**config.mk**
```make
export PLATFORM = sky130hd
export DESIGN_NAME = serial_add_sub_ctrl
export DESIGN_NICKNAME = d
export VERILOG_FILES = /design/src/rtl/serial_add_sub_pkg.sv /design/src/rtl/add_sub_slice.sv /design/src/rtl/serial_add_sub_ctrl.sv
export SDC_FILE = /design/constraint.sdc
export NUM_CORES = 1
export LEC_CHECK = 0
export CORE_UTILIZATION = 45
export DETAILED_ROUTE_END_ITERATION = 8
export GPL_TIMING_DRIVEN = 0
export PLACE_DENSITY = 0.71
export SLEW_MARGIN = 10
export SYNTH_ARGS = -nofsm -noshare
export SYNTH_HDL_FRONTEND = slang
export SYNTH_SLANG_ARGS = --single-unit
```
**constraint.sdc**
```tcl
create_clock -name clk -period 4.1 [get_ports clk]
set_clock_uncertainty 0.15 [all_clocks]
set_input_delay 0.82 -clock clk [delete_from_list [all_inputs] [get_ports clk]]
set_output_delay 0.82 -clock clk [all_outputs]
set_load 0.01 [all_outputs]
```
**src/rtl/serial_add_sub_pkg.sv**
```systemverilog
// Shared types and constants for the bit-serial add/subtract sequencer.
package serial_add_sub_pkg;

  typedef enum logic [1:0] {
    IDLE = 2'd0,
    RUN  = 2'd1,
    DONE = 2'd2
  } state_e;

  localparam logic MODE_ADD = 1'b0;
  localparam logic MODE_SUB = 1'b1;

endpackage

```
**src/rtl/add_sub_slice.sv**
```systemverilog
// One-bit full adder/subtractor: b is inverted when m=1 so the same
// slice produces a+~b+cin; the caller supplies cin=1 on bit 0 for subtract.
module add_sub_slice (
  input  logic a,
  input  logic b,
  input  logic cin,
  input  logic m,
  output logic s,
  output logic cout
);

  logic b_x;

  assign b_x  = b ^ m;
  assign s    = a ^ b_x ^ cin;
  assign cout = (a & b_x) | (cin & (a ^ b_x));

endmodule

```
**src/rtl/serial_add_sub_ctrl.sv**
```systemverilog
// Bit-serial add/subtract sequencer: feeds one slice LSB-first, one bit per
// clock, and captures carry-out and signed overflow on the last bit.
//
// state | meaning
// IDLE  | waiting for start; last result and flags remain visible
// RUN   | one operand bit processed per clock, LSB first
// DONE  | single cycle, done pulse high, then back to IDLE
module serial_add_sub_ctrl
  import serial_add_sub_pkg::*;
#(
  parameter int WIDTH = 8
) (
  input  logic             clk,
  input  logic             rst_n,
  input  logic             start,
  input  logic             mode,
  input  logic [WIDTH-1:0] a,
  input  logic [WIDTH-1:0] b,
  output logic             busy,
  output logic             done,
  output logic [WIDTH-1:0] result,
  output logic             carry_out,
  output logic             overflow
);

  localparam int CW = (WIDTH > 1) ? $clog2(WIDTH) : 1;
  localparam logic [CW-1:0] LAST_BIT = CW'(WIDTH - 1);

  state_e           state_q, state_d;
  logic [WIDTH-1:0] a_q, a_d;
  logic [WIDTH-1:0] b_q, b_d;
  logic [WIDTH-1:0] res_q, res_d;
  logic [CW-1:0]    cnt_q, cnt_d;
  logic             mode_q, mode_d;
  logic             carry_q, carry_d;
  logic             cout_q, cout_d;
  logic             ovf_q, ovf_d;
  logic             busy_q, busy_d;
  logic             done_q, done_d;
  logic             sum_bit;
  logic             cout_bit;

  add_sub_slice u_slice (
    .a    (a_q[0]),
    .b    (b_q[0]),
    .cin  (carry_q),
    .m    (mode_q),
    .s    (sum_bit),
    .cout (cout_bit)
  );

  // Next-state, datapath shifting and flag capture.
  always_comb begin
    state_d = state_q;
    a_d     = a_q;
    b_d     = b_q;
    res_d   = res_q;
    cnt_d   = cnt_q;
    mode_d  = mode_q;
    carry_d = carry_q;
    cout_d  = cout_q;
    ovf_d   = ovf_q;
    case (state_q)
      IDLE: begin
        if (start) begin
          state_d = RUN;
          a_d     = a;
          b_d     = b;
          mode_d  = mode;
          // Subtract needs the +1 of the two's complement on bit 0.
          carry_d = (mode == MODE_SUB);
          cnt_d   = '0;
        end
      end
      RUN: begin
        res_d   = {sum_bit, res_q[WIDTH-1:1]};
        carry_d = cout_bit;
        a_d     = a_q >> 1;
        b_d     = b_q >> 1;
        if (cnt_q == LAST_BIT) begin
          state_d = DONE;
          cout_d  = cout_bit;
          // carry_q here is the carry into the MSB.
          ovf_d   = carry_q ^ cout_bit;
        end else begin
          cnt_d = cnt_q + 1'b1;
        end
      end
      DONE:    state_d = IDLE;
      default: state_d = IDLE;
    endcase
    busy_d = (state_d == RUN);
    done_d = (state_d == DONE);
  end

  // State and datapath registers with asynchronous clear.
  always_ff @(posedge clk or negedge rst_n) begin
    if (!rst_n) begin
      state_q <= IDLE;
      a_q     <= '0;
      b_q     <= '0;
      res_q   <= '0;
      cnt_q   <= '0;
      mode_q  <= 1'b0;
      carry_q <= 1'b0;
      cout_q  <= 1'b0;
      ovf_q   <= 1'b0;
      busy_q  <= 1'b0;
      done_q  <= 1'b0;
    end else begin
      state_q <= state_d;
      a_q     <= a_d;
      b_q     <= b_d;
      res_q   <= res_d;
      cnt_q   <= cnt_d;
      mode_q  <= mode_d;
      carry_q <= carry_d;
      cout_q  <= cout_d;
      ovf_q   <= ovf_d;
      busy_q  <= busy_d;
      done_q  <= done_d;
    end
  end

  assign busy      = busy_q;
  assign done      = done_q;
  assign result    = res_q;
  assign carry_out = cout_q;
  assign overflow  = ovf_q;

endmodule

```
==> results of run 1 <==
[flip-flops by register name, summed over array words and instances (netlist names)]
register and flops:
carry_q 1, mode_q 1, result 8, state_q 2
b_q 8, overflow 1, a_q 8, cnt_q 3
carry_out 1, done 1, busy 1
[final timing paths]
kind	start	endpoint	slack (ns)
setup / recovery	result[1]	result[1]	1.86
hold / removal	carry_out	carry_out	0.37
setup reg to reg	cnt_q[0]	overflow	2.46
hold reg to reg	carry_out	carry_out	0.37
max in group asynchronous	rst_n	a_q[1]	2.91
min in group asynchronous	rst_n	result[5]	0.39
[where the power goes]
group          leakage (uW)  internal, uW  total, uW  switching [uW]
Clock             0.0000525           190        302             111
Sequential         0.000421           506        615             109
Combinational      0.000441           390        700             310
Total              0.000914          1090       1620             530
[logic make-up after synthesis]
group | after synthesis | synth area share [%]
and+or+nand+nor | 41 | 15.6
AOI/OAI and AO/OA | 35 | 14.6
DFF | 35 | 53.1
buffers and inverters | 18 | 7.51
muxes | 8 | 5.46
adders and majority gates | 3 | 2.73
xor gates and xnor gates | 2 | 1.06
[stage by stage]
| step | hold WS [ns] | area [um2] | util [%] | power [uW] |
|---|---|---|---|---|
| finish | 0.368 | 2110 | 61.9 | 1620 |
| global route | 0.397 | 2110 | 61.9 | 1740 |
| CTS | 0.373 | 2110 | 61.9 | 1630 |
| detailed placement | 0.344 | 2010 | 58.9 | 1330 |
| global placement | 0.319 | 2020 | 59.0 | 1290 |
| floorplan | 0.323 | 1650 | - | 1090 |
[final cells by class]
cell class                      count  area [um2]
Buffer                             10        93.8
Clock buffer                        6        41.3
Clock inverter                      2        60.1
Fill cell                         300        1300
Inverter                            8        30.0
Multi-Input combinational cell     89         649
Sequential cell                    35         876
Tap cell                           46        57.6
Timing Repair Buffer               31         305
[per-layer routing]
metal,global-route usage (%),vias to the layer above
met4,9.88,0
met1,23.0,620
met5,0,-
met2,29.5,34
li1,-,587
met3,5.11,11
[Yosys cell counts, drive strengths merged]
cell and instances:
clkinv 1, mux2 8, o2bb2ai 3, nand3b 1, nor4b 1, xnor2 1
nor2 13, ha 2, nor3 17, inv 7, dfrtp 35, o21ai 3
fa 1, buf 10, a22oi 3, or2 1, o22ai 14, o311ai 1
a22o 1, a211oi 1, a2bb2oi 5, nand2 6, nand2b 2, xor2 1
a21oi 4
[worst min-delay path, stage by stage (launching register included)]
cell and delay, ns:
dfrtp_1 0.36, nand2_1 0.05, o21ai_0 0.07
==> results.md, run 1 <==
* Outcome: finished clean
* Hold Path Stages at 2
* Vias at 1252
* CTS Buffer Depth at 2
* Hold Buf Count CTS at 0
* Drt total wl at 3190 um
* Die area at 3910 um2
* Final period utilization at 54.7%
* Initial core utilization at 48.3%
* CP required at 3.13 ns
* Kind of critical path: register to output pin
* Rel. slew slack at 49.5%
* Cell Rows at 21
* Port Buffers at 31
* Tmin final at 2.24 ns
* CTS buffer count at 5
* Max-cap violations at 0
* Sequential area share after synthesis at 53.1%
* Die height at 62.5 um
* Register bit total from synthesis at 35
* Nets at 203
* CP max FO at 3
* Number of global-route vias before repair at 1276
* Area contributors post-synth: dfrtp_1 (53%), mux2_2 (5.5%), o22ai_1 (5.3%), nor3_2 (4.9%), buf_6 (4.8%)
* Area growth syn-to-layout at 28.1%
* Critical path depth in cells at 1
* Crit path cell chain: clkdlybuf4s50_1
* CP startpoint kind: register
* CTS clk-pin slew, worst paths at 0.11 ns
* Cts repair resizes at 0
* Total GRT Usage at 18.6%
* Yosys top cell area share at 53.1%
* CTS tree: built
* CORE AREA at 3420 um2
* Mapped Nets at 165
* First-pass GRT wire length at 5640 um
* Endpoints failing hold at 0
* M1 WL at 1410 um
* I/O pin cnt at 32
* Drc violations at 0
* Placed instance count at 219
* Largest net degree at the start of global routing at 36
* Fmax at 0.446 GHz
* Most frequent cells in the layout: dfrtp_1 (35), clkdlybuf4s50_1 (30), o22ai_1 (14), nor2_1 (12), nor3_1 (9)
* Yosys cell types at 30
* Worst-Skew Late Latency at 0.34 ns
* GRT overflow at 0
* Reg2reg path depth at 5
* Setup ws final at 1.86 ns
* Crit path max-delay family: buffers and inverters
* Crit path largest cell delay at 0.55 ns
* DR vias/cell at 5.52
* Synth warn at 0
* Leak at 0.000914 uW
* Unrepaired setup endpoints after global routing: no
* Critical path buffers and inverters at 1
* CP Capture Type: output pin
* Max Used Layer: met4
* Placer Congestion at 0.808
* Pre-CTS setup slack at 1.79 ns
* CP max stage cell: clkdlybuf4s50_1
* Fin Setup TNS at 0 ns
* Initial antenna violation count at 0
* Most common cell after layout, fill and taps aside: dfrtp_1
* Share of layout cells above drive strength 1 at 21.5%
* Remaining antenna violation count at 0
* Worst-Margin Slew at 0.758 ns
* Post-Syn Instances at 142
* Sinks on Clock Net at 35
* Mean post-synth cell area at 11.6 um2
* Final Setup Violations at 0
* Drt wl/cell at 14.1 um
* CTS H-tree depth at 2
* Final max-slew violation count at 0
* Metal2 WL at 1560 um
* DRT Pass-1 Iters at 4
* Inserted Diodes at 0
* Cell accounting for the most synthesized area: dfrtp_1
* Wire length on met3 at 143 um
* Peak VDD IR at 423 uV
* Postcts setup bufs at 0
* DP Wirelength at 2340 um
* Chip width at 62.5 um
* Mapped Area at 1650 um2
* Initial DRC count at 61
* Worst Path Arrival at 1.27 ns
* Non-filler cells, final at 227
* Pwr/cell area at 765 nW/um2
* Clk root buf: clkbuf_4
* Tightest Hold Check Type: register to register
Note: power is estimated with default switching activity, not from simulation.
==> run 2, diff against run 1 <==
==> constraint.sdc (replaced) <==
create_clock -name clk -period 2.2 [get_ports clk]
set_clock_uncertainty 0.15 [all_clocks]
set_input_delay 0.44 -clock clk [delete_from_list [all_inputs] [get_ports clk]]
set_output_delay 0.44 -clock clk [all_outputs]
set_load 0.01 [all_outputs]
==> results of run 2 <==
Same layout as run 1 (identical final DEF). Status: finished clean.
Main changes from that run: setup slack after placement 1.79 ns -> 0.269 ns; setup slack after layout 1.86 ns -> 0.338 ns; hold slack 0.368 ns -> 0.00749 ns; register-to-register setup slack 2.46 ns -> 0.56 ns; total power 1620 uW -> 3010 uW; worst IR drop on VDD 423 uV -> 788 uV
==> run 3, diff against run 2 <==
--- a/config.mk
+++ b/config.mk
@@ -8,7 +8,7 @@
 export CORE_UTILIZATION = 45
 export DETAILED_ROUTE_END_ITERATION = 8
 export GPL_TIMING_DRIVEN = 0
-export PLACE_DENSITY = 0.71
+export PLACE_DENSITY = 0.74
 export SLEW_MARGIN = 10
 export SYNTH_ARGS = -nofsm -noshare
 export SYNTH_HDL_FRONTEND = slang
==> constraint.sdc (replaced) <==
create_clock -name clk -period 1.5 [get_ports clk]
set_clock_uncertainty 0.15 [all_clocks]
set_input_delay 0.3 -clock clk [delete_from_list [all_inputs] [get_ports clk]]
set_output_delay 0.3 -clock clk [all_outputs]
set_load 0.01 [all_outputs]
==> run 3 against run 2 <==
Sequential power is 47% higher. Sequential share of layout area decreased by 2.4 points. First-iteration DRC count down 20%. Wire length rose by 11%. Total power rose by 53%. Worst setup slack lost 0.33 ns. Global-route usage rose by 1.7 points. Die area stayed put.
==> results.md, run 3 (synthesis results as in run 1) <==
* Outcome: finished clean
* CP max stage cell: dfrtp_1
* Die area at 3910 um2 (unchanged)
* Pwr/cell area at 2050 nW/um2
* Placer Congestion at 0.767 (-5.1%)
* Most common cell after layout, fill and taps aside: dfrtp_1
* CTS Buffer Depth at 2 (unchanged)
* Worst-Skew Late Latency at 0.36 ns (+0.02 ns)
* Remaining antenna violation count at 0 (unchanged)
* Largest net degree at the start of global routing at 36 (unchanged)
* Initial DRC count at 49 (-20%)
* Rel. slew slack at 50.1% (+0.61 points)
* Final Setup Violations at 0 (unchanged)
* Vias at 1295 (+3.4%)
* GRT overflow at 0 (unchanged)
* Number of global-route vias before repair at 1316 (+3.1%)
* Crit path cell chain: buf_6 > nand2b_4 > buf_6 > buf_6 > o22ai_1 > nor3_2
* CP max FO at 10 (+7)
* Worst Path Arrival at 1.58 ns (+0.31 ns)
* Drt total wl at 3550 um (+11%)
* Area growth syn-to-layout at 36.0%
* Crit path largest cell delay at 0.40 ns (-0.15 ns)
* Post-route cell area at 2240 um2 (+6.1%)
* Final core occ at 65.6% (+3.8 points)
* CORE AREA at 3420 um2 (unchanged)
* FILL cells at 275 (-8.3%)
* Peak VDD IR at 1120 uV
* Unrepaired setup endpoints after global routing: yes
* CP startpoint kind: register
* Most frequent cells in the layout: dfrtp_1 (35), clkdlybuf4s50_1 (18), buf_4 (14), nor2_1 (12), o22ai_1 (12)
* Drt wl/cell at 14.7 um (+4.6%)
* Die height at 62.5 um (unchanged)
* Port Buffers at 31 (unchanged)
* Final max-slew violation count at 0 (unchanged)
* Placed Instance Area at 2010 um2 (unchanged)
* DRT Pass-1 Iters at 4 (unchanged)
* DP Wirelength at 2310 um (-1.3%)
* Initial antenna violation count at 0 (unchanged)
* Chip width at 62.5 um (unchanged)
* Cell Rows at 21 (unchanged)
* Tightest Hold Check Type: register to register
* First-pass GRT wire length at 6020 um (+6.7%)
* Leak at 0.000987 uW (+7.9%)
* Tmin final at 1.49 ns
* Share of layout cells above drive strength 1 at 32.8% (+11 points)
* Inserted Diodes at 0 (unchanged)
* CP Capture Type: register
* CTS tree: built
* Final period utilization at 99.3%
* CTS clk-pin slew, worst paths at 0.10 ns (about the same)
* Sinks on Clock Net at 35 (unchanged)
* CTS buffer count at 5 (unchanged)
* Total GRT Usage at 20.2% (+1.7 points)
* Worst-Margin Slew at 0.749 ns (-0.00910 ns)
* Hold Path Stages at 2
* Nets at 217 (+6.9%)
* Most used cell, CP: buf_6
* Reg2reg path depth at 6 (+1)
* Drc violations at 0 (unchanged)
* Initial core utilization at 48.3% (unchanged)
* Max-cap violations at 0 (unchanged)
* DR vias/cell at 5.37 (-2.6%)
* Kind of critical path: register to register
* Endpoints failing hold at 0 (unchanged)
* I/O pin cnt at 32 (unchanged)
* Fmax at 0.672 GHz
* CP required at 1.59 ns
* CTS H-tree depth at 2 (unchanged)
* Clk root buf: clkbuf_4
-- run 3: cell count changes in the layout (fill, tap and decap cells not counted), sizes merged --
| cell | change |
|---|---|
| buf | +13 |
| dlygate4sd3 | +1 |
| clkdlybuf4s50 | -12 |
| clkdlybuf4s15 | +9 |
| dlygate4sd2 | +2 |
| bufinv | -1 |
| clkinv | +2 |
-- run 3: power breakdown --
group          switching, uW  internal (uW)
registers                307           1380
logic                    970           1250
clock network            346            351
-- run 3: worst paths after layout --
path | startpoint | end | slack (ns)
hold / removal | overflow | overflow | 0.36
hold reg to reg | overflow | overflow | 0.36
min in group asynchronous | rst_n | result[4] | 0.38
setup / recovery | state_q[1] | a_q[0] | 0.01
max in group asynchronous | rst_n | carry_out | 0.32
setup reg to reg | state_q[1] | a_q[0] | 0.01
-- run 3: worst max-delay path, delay by kind of cell (launching register included) --
family	cells	cell delay (ns)
AOI/OAI and AO/OA	1	0.19
buffers and inverters	3	0.42
DFF	1	0.40
and+or+nand+nor	2	0.21
-- run 3: stage by stage --
stage | power [uW] | TNS (ns) | instances | setup slack [ns] | hold slack (ns)
after global placement | 3530 | -29.94 | 219 | -0.737 | 0.320
after CTS | 4410 | 0 | 236 | 0.00483 | 0.348
after floorplan | 2970 | 0 | 142 | 0.0551 | -0.146
after detailed placement | 3630 | -4.84 | 219 | -0.293 | 0.261
after global routing | 4950 | -0.257 | 241 | -0.0564 | 0.389
final | 4610 | 0 | 241 | 0.0112 | 0.360
-- run 3: per-layer routing --
| layer | part of all wire, % | track usage [%] | vias up |
|---|---|---|---|
| li1 | - | - | 611 |
| met1 | 42 | 24.3 | 629 |
| met2 | 50 | 31.9 | 46 |
| met3 | 5.6 | 4.38 | 9 |
| met4 | 2.8 | 14.8 | 0 |
| met5 | 0 | 0 | - |
-- run 3: final cells by class --
cell class	instances	area, um2	share of cell area, %
Inverter	8	30.0	1.34
Clock inverter	3	43.8	1.95
Sequential cell	35	876	39.1
Clock buffer	5	37.5	1.67
Multi-Input combinational cell	89	702	31.3
Tap cell	46	57.6	2.57
Timing Repair Buffer	47	418	18.6
Buffer	8	77.6	3.46
-- run 3: repair_timing --
item,CTS,global route
setup buffers,9,5
hold endpoints to repair,35,0
cloned,0,1
hold buffers,1,0
pin swaps,1,5
endpoints found under the setup margin,21,22
resized for setup,20,18
==> RTL change: new RTL, flow settings as in run 2 <==
Change the parameter `WIDTH` from 8 to 32.
--- a/src/rtl/serial_add_sub_ctrl.sv
+++ b/src/rtl/serial_add_sub_ctrl.sv
@@ -8,7 +8,7 @@
 module serial_add_sub_ctrl
   import serial_add_sub_pkg::*;
 #(
-  parameter int WIDTH = 8
+  parameter int WIDTH = 32
 ) (
   input  logic             clk,
   input  logic             rst_n,
Interface: changed (resized a, b and result); port bits go from 32 to 104. No check against the original RTL was run, so the function may have changed too.
==> RTL change against run 2 <==
- sequential cell count grew 74
- worst setup slack worse by 0.14 ns
- first-iteration DRC count increased by 110%
- die area increased to 2.7 times the old value
- power rose to 2.5 times the old value
- global-route usage is 1.0 points higher
- area after synthesis increased to 2.7 times the old value
- sequential share of layout area rose by 4.6 points
- clock power grew 100%
- cell area increased to 2.8 times the old value
- wire length grew to 3.0 times the old value
- critical endpoint is now cnt_q[0]
- largest cell class unchanged
==> RTL change: results <==
[logic_synthesis]
ys_async_sr_fraction = 1.00
synth_cells = 464
synth_area_leaders = "dfrtp_1 (61%), nand2_1 (15%), a22oi_1 (6.2%), nor2_1 (4.3%), o22ai_1 (2.6%)"
synth_common_cells = "nand2_1 (176), dfrtp_1 (109), nor2_1 (52)"
yosysUniqueCellTypes = 29
synth-seq-area-share = 0.607
ys_warn_count = 0
synthFlopType = "dfrtp_1"
syn_nets = 535

[global_routing]
grt_util_all_layers = 0.196
grt_pass1_vias = 3370
antenna_found_initial = 0
grt_pass1_wl_um = 15900
grt_max_degree = 86

[hold_path]
min_path_type = "reg2reg"

[placement]
io_buffers = 103
dp_cells = 701
placed_area_mm2 = 0.00572
gp_congestion = 0.751
pre_cts_slack_ns = 0.0446
hpwlAfterDp_um = 6810

[setup_path]
critPathMaxStageDelay_ns = 0.41
cp_top_family = "simple AND/OR/NAND/NOR gates"
worstPathMaxFanout = 5
cpMaxStageDelayCell = "dfrtp_1"
cp_data_arrival_time_ns = 2.10

[clock_tree]
clkLatencyLatePin_ns = 0.36
ctsHtreeMaxLevel = 3
cts_buffers = 9
clkTransAtPathRegs_ns = 0.10
cts_root_buffer = "clkbuf_8"

[routing]
first_iter_violations = 131
drtPass1Iterations = 4
via_per_inst = 4.96
vias = 3558
drt-wirelength-per-cell_um = 13.4

[final_layout]
drive_gt1_frac = 0.0940
fillers = 852
nNetsFinal = 651
num_antenna_cells = 0

[power_and_ir_drop]
irDropWorstVdd_mv = 0.510
leakage_uw = 0.00281

[run_status]
outcome = "finished clean"

[sta]
max_slew_margin = 0.695
==> RTL change: cell types whose count changed after synthesis, sizes merged, moves of 3 or more <==
cell and change:
nor2 +39, dfrtp +74, nor3 -17, o22ai +11, o2bb2ai -3, mux2 -6
a2bb2oi -5, a21oi -4, clkbuf +6, a22oi +34, buf +14, nand2 +170
==> RTL change: metrics by stage <==
stage	hold slack [ns]	setup TNS (ns)	utilization
6_report	0.334	0	0.608
5_1_grt	0.345	0	0.608
4_1_cts	0.324	0	0.608
3_5_place_dp	0.161	0	0.588
3_3_place_gp	0.307	-387.20	0.585
2_1_floorplan	-0.00559	0	-
==> RTL change: layout make-up <==
| type | instances | area [um^2] | share of cell area |
|---|---|---|---|
| Buffer | 30 | 161 | 0.0273 |
| Multi-Input combinational cell | 319 | 1580 | 0.268 |
| Inverter | 6 | 22.5 | 0.00381 |
| Tap cell | 133 | 166 | 0.0281 |
| Clock buffer | 10 | 138 | 0.0233 |
| Timing Repair Buffer | 105 | 1070 | 0.181 |
| Clock inverter | 6 | 48.8 | 0.00825 |
| Sequential cell | 109 | 2730 | 0.461 |
==> RTL change: logic make-up after synthesis <==
logic type	count (synthesis)	synth area share
AO/OA/AOI/OAI	72	0.122
XOR/XNOR	2	0.00390
adder cells (fa/ha/maj)	3	0.0100
buffers and inverters	36	0.0409
flip-flops	109	0.607
multiplexers	3	0.00724
AND/OR/NAND/NOR	239	0.209
==> RTL change: repair_timing <==
item                                    CTS  global route
resized for setup                         0             0
hold buffers                              1             0
endpoints found under the hold margin    24             0
buffers inserted                          0             0
endpoints found under the setup margin    0             0
==> RTL change: final timing paths <==
path | endpoint | depth (start not counted) | startpoint | slack (ns)
setup / recovery | cnt_q[0] | 6 | cnt_q[0] | 0.20
hold / removal | cnt_q[3] | 1 | cnt_q[3] | 0.33
setup reg to reg | cnt_q[0] | 6 | cnt_q[0] | 0.20
hold reg to reg | cnt_q[3] | 1 | cnt_q[3] | 0.33
max in group asynchronous | a_q[28] | 3 | rst_n | 0.90
min in group asynchronous | result[6] | 2 | rst_n | 0.35
==> RTL change: power breakdown <==
group | switching (uW) | internal (uW)
Sequential | 523 | 2870
Clock | 685 | 449
Combinational | 1610 | 1530
Total | 2820 | 4850
==> RTL change: per-layer routing <==
metal  global-route usage  vias to the layer above  share of wire
li1                     -                     1758              -
met1                0.263                     1709           0.46
met2                0.330                       79           0.49
met3               0.0363                       12          0.033
met4               0.0549                        0          0.016
met5                    0                        -              0
